--- src/rtl/descriptor_ibi_rx.sv ---
// IBI receive path: takes the MDB plus payload byte stream from the bus FSM, packs the payload
// little-endian into 32-bit data-queue words and closes each frame with one status descriptor.
module descriptor_ibi_rx #(
    parameter int IbiDataWidth = 32,
    parameter int IbiFifoWidth = 8,
    parameter int MaxDataLen   = 255
) (
    input  logic                    clk_i,
    input  logic                    rst_i,
    input  logic                    ibi_byte_valid_i,
    output logic                    ibi_byte_ready_o,
    input  logic [IbiFifoWidth-1:0] ibi_byte_i,
    input  logic                    ibi_byte_last_i,
    input  logic                    ibi_byte_err_i,
    output logic                    data_wvalid_o,
    input  logic                    data_wready_i,
    output logic [IbiDataWidth-1:0] data_wdata_o,
    output logic                    desc_wvalid_o,
    input  logic                    desc_wready_i,
    output logic [IbiDataWidth-1:0] desc_wdata_o
);
    typedef enum logic [1:0] {Idle, Collect, PushWord, PushDesc} state_e;

    state_e                  state_q, state_d;
    logic [7:0]              cnt_q, cnt_d;
    logic [IbiFifoWidth-1:0] mdb_q, mdb_d;
    logic [IbiDataWidth-1:0] word_q, word_d;
    logic                    err_q, err_d, ovf_q, ovf_d, last_q, last_d;
    logic                    rdy, acc, stored;

    always_ff @(posedge clk_i) begin
        if (rst_i) begin
            state_q <= Idle;
            cnt_q   <= '0;
            mdb_q   <= '0;
            word_q  <= '0;
            err_q   <= 1'b0;
            ovf_q   <= 1'b0;
            last_q  <= 1'b0;
        end else begin
            state_q <= state_d;
            cnt_q   <= cnt_d;
            mdb_q   <= mdb_d;
            word_q  <= word_d;
            err_q   <= err_d;
            ovf_q   <= ovf_d;
            last_q  <= last_d;
        end
    end

    always_comb begin
        state_d       = state_q;
        cnt_d         = cnt_q;
        mdb_d         = mdb_q;
        word_d        = word_q;
        err_d         = err_q;
        ovf_d         = ovf_q;
        last_d        = last_q;
        rdy           = 1'b0;
        acc           = 1'b0;
        stored        = 1'b0;
        data_wvalid_o = 1'b0;
        desc_wvalid_o = 1'b0;
        unique case (state_q)
            Idle: begin
                rdy = !rst_i;
                acc = rdy && ibi_byte_valid_i;
                if (acc) begin
                    mdb_d   = ibi_byte_i;
                    cnt_d   = '0;
                    word_d  = '0;
                    err_d   = ibi_byte_err_i;
                    ovf_d   = 1'b0;
                    last_d  = 1'b0;
                    state_d = ibi_byte_last_i ? PushDesc : Collect;
                end
            end
            Collect: begin
                rdy = !rst_i;
                acc = rdy && ibi_byte_valid_i;
                if (acc) begin
                    // Past the cap the byte is still consumed so the bus FSM never stalls.
                    if (cnt_q < 8'(MaxDataLen)) begin
                        word_d[{cnt_q[1:0], 3'b000} +: 8] = ibi_byte_i;
                        cnt_d  = cnt_q + 8'd1;
                        stored = 1'b1;
                    end else begin
                        ovf_d = 1'b1;
                    end
                    err_d  = err_q | ibi_byte_err_i;
                    last_d = ibi_byte_last_i;
                    if ((stored && cnt_q[1:0] == 2'd3) || (ibi_byte_last_i && cnt_d[1:0] != 2'd0))
                        state_d = PushWord;
                    else if (ibi_byte_last_i)
                        state_d = PushDesc;
                end
            end
            PushWord: begin
                data_wvalid_o = !rst_i;
                if (data_wready_i) begin
                    word_d  = '0;
                    state_d = last_q ? PushDesc : Collect;
                end
            end
            PushDesc: begin
                desc_wvalid_o = !rst_i;
                if (desc_wready_i) state_d = Idle;
            end
            default: state_d = Idle;
        endcase
    end

    assign ibi_byte_ready_o = rdy;
    assign data_wdata_o     = word_q;
    assign desc_wdata_o     = {mdb_q, 8'h00, err_q, ovf_q, 6'b000000, cnt_q};

endmodule

--- config.mk ---
export PLATFORM = sky130hd
export DESIGN_NAME = descriptor_ibi_rx
export DESIGN_NICKNAME = d
export VERILOG_FILES = /design/src/rtl/descriptor_ibi_rx.sv
export SDC_FILE = /design/constraint.sdc
export NUM_CORES = 1
export LEC_CHECK = 0
export ABC_CLOCK_PERIOD_IN_PS = 2960
export CAP_MARGIN = 40
export CORE_MARGIN = 3
export CORE_UTILIZATION = 47
export CTS_BUF_LIST = sky130_fd_sc_hd__clkbuf_16
export CTS_CLUSTER_DIAMETER = 150
export DETAILED_ROUTE_END_ITERATION = 12
export HOLD_SLACK_MARGIN = 0.1
export PLACE_DENSITY_LB_ADDON = 0.3
export SKIP_CTS_REPAIR_TIMING = 1
export SYNTH_ARGS = -nofsm -noshare
export SYNTH_HDL_FRONTEND = slang
export SYNTH_SLANG_ARGS = --single-unit
--- constraint.sdc ---
create_clock -name clk_i -period 2.96 [get_ports clk_i]
set_input_delay 0.74 -clock clk_i [delete_from_list [all_inputs] [get_ports clk_i]]
set_output_delay 0.74 -clock clk_i [all_outputs]
set_load 0.01 [all_outputs]
==> run summary, run 1 <==
largest net degree at the start of global routing -> 46
Synth Cell Area -> 2630 µm²
synth cell count leaders -> 53 x dfxtp_1, 30 x a21oi_1, 27 x o21ai_0, 17 x buf_4, 17 x or4b_1
FF-to-FF End -> data_wdata_o[15]$_SDFFE_PP0P_
fin area -> 3420 µm²
Starting Density -> 49.9%
largest cells by area after synthesis -> dfxtp_1 40%, or4b_1 6.5%, a21oi_1 5.7%, o21ai_0 5.1%, buf_4 4.9%
critical path peak fanout -> 3
final clock skew -> 0.00617 ns
Synth-to-Final Area Change -> 30.2%
GP Congestion -> 0.802
Core Area -> 5270 µm²
fmax -> 364 MHz
CTS sink cnt -> 53
post-layout net count -> 369
Worst Hold Launch -> last_q$_SDFFE_PP0P_
GRT Total Usage -> 20.1%
min-delay worst type -> reg -> reg
Root Driver -> clkbuf_16
Post-synth ARST share -> 0%
hold-critical path depth -> 2
EDFF count, synth -> 0
crit end category -> output port
Req. time, crit path -> 2.22 ns
first-pass GRT wire length -> 10.3 mm
max cap viols -> 0
status -> finished, final reports clean
drc violations -> 0
CTS H-Tree Depth -> 2
Avg Vias per Cell -> 5.64
R2R depth -> 6
Final Hold Viols -> 0
Final setup viols -> 0
die area -> 6530 µm²
Die Width -> 80.8 µm
worst r2r src -> cnt_q[1]$_SDFFE_PP0P_
Routed WL -> 6.42 mm
Worst Path Arrival -> 2.01 ns
number of antenna violations at the first check in global routing -> 0
dominant cell type by area after synthesis -> dfxtp_1
Worst Setup Start Kind -> input port
hold path endpoint -> last_q$_SDFFE_PP0P_
Synth top area share -> 40.3%
via count -> 2,356
vias in the first global route -> 2,107
Iteration-0 DRC Markers -> 172
measured slew at the worst slew-check pin -> 0.882 ns
library cells used by synthesis -> 48
WL/cell -> 15.4 µm
flops & latches, synth -> 53
Seq/Total Area, Yosys -> 40.3%
RSZ-0062 raised after global routing -> false
Fillers -> 472
num rows -> 26
TritonCTS buffer count -> 5
most frequent cell after synthesis -> dfxtp_1
post-DP HPWL -> 4.60 mm
TNS Setup -> 0 ns
Yosys warnings -> 0
fin crit period -> 2.75 ns
Main synth FF type -> dfxtp_1
CTS tree -> yes
Mean Syn Cell Area -> 9.10 µm²
area occupied by multi-input gates -> 1400 µm²
# diodes -> 0
clk slew on worst S/H paths -> 0.07 ns
Pwr Density -> 437 nW/µm²
drt pass-1 iters -> 4
overall power -> 1.50 mW
Slew HR -> 41.2%
Mapped Cells -> 289
port bufs -> 67
chip height -> 80.8 µm
Final period util -> 92.8%
Final Max Tran Viols -> 0
CTS max path bufs -> 2
maximum VDD drop -> 261 µV
leakage power -> 1.21 nW
r2r setup slk -> 0.64 ns
Setup CP Type -> in -> out
grt ovf -> 0
Post-DRT Antenna Nets -> 0
Register Area -> 1060 µm²
share of layout cells above drive strength 1 -> 6.90%
IO Pins -> 82
clk_lat worst skew -> 0.29 ns
Placed Area -> 3290 µm²
-- flip-flops by register name (all words and copies together) (netlist names) --
| register | flops |
|---|---|
| data_wdata_o | 32 |
| last_q | 1 |
| err_q | 1 |
| state_q | 2 |
| cnt_q | 8 |
| mdb_q | 8 |
| ovf_q | 1 |
-- area by class of cell --
type | count | area share (%)
Clock inverter | 1 | 0.146
Timing Repair Buffer | 75 | 21.3
Inverter | 3 | 0.329
Clock buffer | 5 | 3.65
Tap cell | 70 | 2.56
Sequential cell | 53 | 31.0
Multi-Input combinational cell | 211 | 41.0
-- per-stage QoR --
stage | std cells | setup slack [ns] | utilization (%) | hold WS [ns]
2_1_floorplan | 302 | 0.754 | - | 0.432
3_3_place_gp | 412 | 0.216 | 62.5 | 0.439
3_5_place_dp | 412 | 0.214 | 62.5 | 0.447
4_1_cts | 418 | 0.202 | 65.0 | 0.460
5_1_grt | 418 | 0.113 | 65.0 | 0.492
6_report | 418 | 0.212 | 65.0 | 0.457
-- cell usage in the layout, fill, tap and decap left out, types with 3 or more instances in the layout --
master and instances:
a21oi_1 30, a22o_1 9, buf_4 8, clkbuf_16 5, clkdlybuf4s50_1 67, conb_1 14
dfxtp_1 53, ha_1 5, inv_1 3, mux2i_1 8, nand2_1 11, nand2b_1 12
nand3_1 5, nand3b_1 4, nand4_1 11, nor2_1 14, o21ai_0 27, or3_1 3
or4_1 4, or4b_1 17
-- critical path: stages --
cell	delay (ns)
clkdlybuf4s50_1	0.44
nand2b_1	0.19
nor2_1	0.10
clkdlybuf4s50_1	0.54
-- report_power, final --
group          internal [mW]  switching, mW  leakage, nW  total [mW]
clock                  0.302          0.235       0.0655       0.538
sequential             0.730         0.0154        0.429       0.745
combinational         0.0939          0.119        0.714       0.213
-- worst max-delay path by stage --
stage	startpoint	end	slack [ns]	cells past startpoint
finish	rst_i	desc_wvalid_o	0.21	4
global route	rst_i	data_wvalid_o	0.11	4
CTS	rst_i	desc_wvalid_o	0.20	4
detailed placement	ibi_byte_valid_i	data_wdata_o[15]$_SDFFE_PP0P_	0.21	5
global placement	rst_i	data_wvalid_o	0.22	4
floorplan	cnt_q[0]$_SDFFE_PP0P_	data_wdata_o[24]$_SDFFE_PP0P_	0.75	7
-- per-layer routing --
layer / global-route usage (%) / vias up / wire length, µm
li1: - / 1166 / -
met1: 28.8 / 1093 / 2950
met2: 31.0 / 91 / 2950
met3: 3.99 / 6 / 468
met4: 5.07 / 0 / 49
met5: 0 / - / 0
-- cell families after synthesis --
kind of cell / count (synthesis) / share of synthesized area [%]
adder cells (fa/ha/maj): 5 / 2.38
buffers and inverters: 38 / 8.42
flip-flops: 53 / 40.3
AND/OR/NAND/NOR: 99 / 25.7
other: 1 / 0.143
XOR/XNOR: 2 / 0.666
multiplexers: 8 / 3.04
AO/OA/AOI/OAI: 83 / 19.3
(Power assumes the default switching activity.)
==> run 2, diff against run 1 <==
- CAP_MARGIN: 40 -> 20
==> results of run 2 <==
Final layout, timing and power as in run 1 (identical DEF).
==> run 3, diff against run 2 <==
- CORE_MARGIN: 3 -> not set
- CTS_CLUSTER_SIZE: not set -> 10
- SETUP_SLACK_MARGIN: not set -> 0.05
==> run 3 against run 2 <==
Effect of this change: fmax fell by 3.7%; global-route usage grew 3.0 points; clock power is 36% higher; sequential share of layout area decreased by 0.82 points; die area shrank 9.7%.
==> run summary, run 3 (synthesis results as in run 1) <==
IO Pins -> 82 (unchanged)
family with the most delay on the worst path -> buffers and inverters
Final setup viols -> 0 (unchanged)
top sig layer -> met4
share of layout cells above drive strength 1 -> 8.47% (+1.6 points)
measured slew at the worst slew-check pin -> 0.839 ns (-0.0433 ns)
largest net degree at the start of global routing -> 38 (-17%)
hold_ws -> 0.458 ns (+0.000294 ns)
Routed WL -> 6.60 mm (+2.9%)
CTS sink cnt -> 53 (unchanged)
Pwr Density -> 483 nW/µm² (+11%)
vias in the first global route -> 2,241 (+6.4%)
num rows -> 26 (unchanged)
Avg Vias per Cell -> 5.78 (+2.5%)
slowest CP cell -> clkdlybuf4s50_1
CTS H-Tree Depth -> 2 (unchanged)
grt ovf -> 0 (unchanged)
Core Area -> 5240 µm² (-0.62%)
Synth-to-Final Area Change -> 33.7%
TritonCTS buffer count -> 5 (unchanged)
die area -> 5900 µm² (-9.7%)
Iteration-0 DRC Markers -> 183 (+6.4%)
status -> finished, final reports clean
WL/cell -> 15.6 µm (+1.4%)
post-DP HPWL -> 4.57 mm (-0.62%)
most frequent cells in the layout -> 66 x clkdlybuf4s50_1, 53 x dfxtp_1, 30 x a21oi_1, 27 x o21ai_0, 17 x or4b_1
leakage power -> 1.27 nW (+5.2%)
Final Instance Count excl. Fillers -> 424 (+1.4%)
Worst Path Arrival -> 2.11 ns (+0.10 ns)
Root Driver -> clkbuf_16
commonest non-fill, non-tap cell in the layout -> clkdlybuf4s50_1
maximum VDD drop -> 337 µV (+29%)
WP buf/inv -> 2 (unchanged)
routed wl met3 -> 564 µm (+21%)
M1 WL -> 2.92 mm (-1.1%)
# diodes -> 0 (unchanged)
drt pass-1 iters -> 4 (unchanged)
Starting Density -> 50.2% (+0.31 points)
min-delay worst type -> reg -> reg
chip height -> 76.8 µm (-5.0%)
clk slew on worst S/H paths -> 0.07 ns (about the same)
CP max stage delay -> 0.54 ns (about the same)
RSZ-0062 raised after global routing -> false
CP Cell Sequence -> clkdlybuf4s50_1, nand2b_1, nor2_1, clkdlybuf4s50_1
Fillers -> 455 (-3.6%)
drc violations -> 0 (unchanged)
Worst Setup Start Kind -> input port
Req. time, crit path -> 2.22 ns (about the same)
fmax -> 350 MHz (-3.7%)
number of flip-flops in the largest register -> 32 (unchanged)
Slew HR -> 44.1% (+2.9 points)
Final Hold Viols -> 0 (unchanged)
DR WL met2 -> 3.00 mm (+1.8%)
post-layout net count -> 373 (+1.1%)
Setup CP Type -> in -> out
CP dominant cell by count -> clkdlybuf4s50_1
Die Width -> 76.8 µm (-5.0%)
GRT Total Usage -> 23.1% (+3.0 points)
Final period util -> 96.4% (+3.6 points)
critical path peak fanout -> 4 (+1)
placed cells -> 416 (+0.97%)
via count -> 2,449 (+3.9%)
clk_lat worst skew -> 0.29 ns (about the same)
max cap viols -> 0 (unchanged)
CTS max path bufs -> 2 (unchanged)
first-pass GRT wire length -> 10.9 mm (+5.6%)
number of antenna violations at the first check in global routing -> 0 (unchanged)
GP Congestion -> 0.871 (+8.6%)
CTS tree -> yes
port bufs -> 67 (unchanged)
fin crit period -> 2.85 ns (+0.106 ns)
TNS Setup -> 0 ns (unchanged)
overall power -> 1.70 mW (+14%)
Final Util -> 67.1% (+2.2 points)
Post-DRT Antenna Nets -> 0 (unchanged)
final clock skew -> 0.00474 ns (-0.00143 ns)
Final Max Tran Viols -> 0 (unchanged)
crit end category -> output port
-- run 3: changes by cell type in the layout (fill, tap and decap cells not counted), sizes merged --
cell and change:
dlymetal6s2s +1, clkdlybuf4s50 -1, buf +4, bufinv +2
-- run 3: cell type report --
class / count / area, µm² / share of cell area [%]
Multi-Input combinational cell: 211 / 1400 / 39.9
Sequential cell: 53 / 1060 / 30.2
Timing Repair Buffer: 79 / 763 / 21.7
Clock buffer: 5 / 125 / 3.56
Tap cell: 70 / 87.6 / 2.49
Clock inverter: 3 / 65.1 / 1.85
Inverter: 3 / 11.3 / 0.320
-- run 3: report_power, final --
part	internal [mW]	leakage (nW)	switching, mW
logic	0.101	0.749	0.118
registers	0.730	0.429	0.0198
clock network	0.483	0.0938	0.248
-- run 3: worst paths after layout --
kind | to | startpoint | cells after the start | slack [ns]
worst max-delay path | desc_wvalid_o | rst_i | 4 | 0.11
worst min-delay path | last_q$_SDFFE_PP0P_ | last_q$_SDFFE_PP0P_ | 2 | 0.46
worst max register to register | data_wdata_o[13]$_SDFFE_PP0P_ | cnt_q[1]$_SDFFE_PP0P_ | 6 | 0.66
worst min register to register | last_q$_SDFFE_PP0P_ | last_q$_SDFFE_PP0P_ | 2 | 0.46
-- run 3: routing by layer --
metal / global-route usage [%] / up-vias
met2: 36.1 / 117
met5: 0 / -
met4: 8.27 / 0
li1: - / 1175
met3: 5.12 / 15
met1: 31.1 / 1142
-- run 3: stage by stage --
| step | area (µm²) | setup slack [ns] |
|---|---|---|
| after floorplan | 2680 | 0.754 |
| after global placement | 3320 | 0.165 |
| after detailed placement | 3320 | 0.138 |
| after CTS | 3510 | 0.117 |
| after global routing | 3520 | 0.0511 |
| final | 3520 | 0.106 |
-- run 3: worst register-to-register path, delay by kind of cell (launching register included) --
kind,cells,cell delay (ns)
compound gates,1,0.16
fa+ha+maj,1,0.24
buf+inv,1,0.12
flops,1,0.51
simple gates,3,1.20
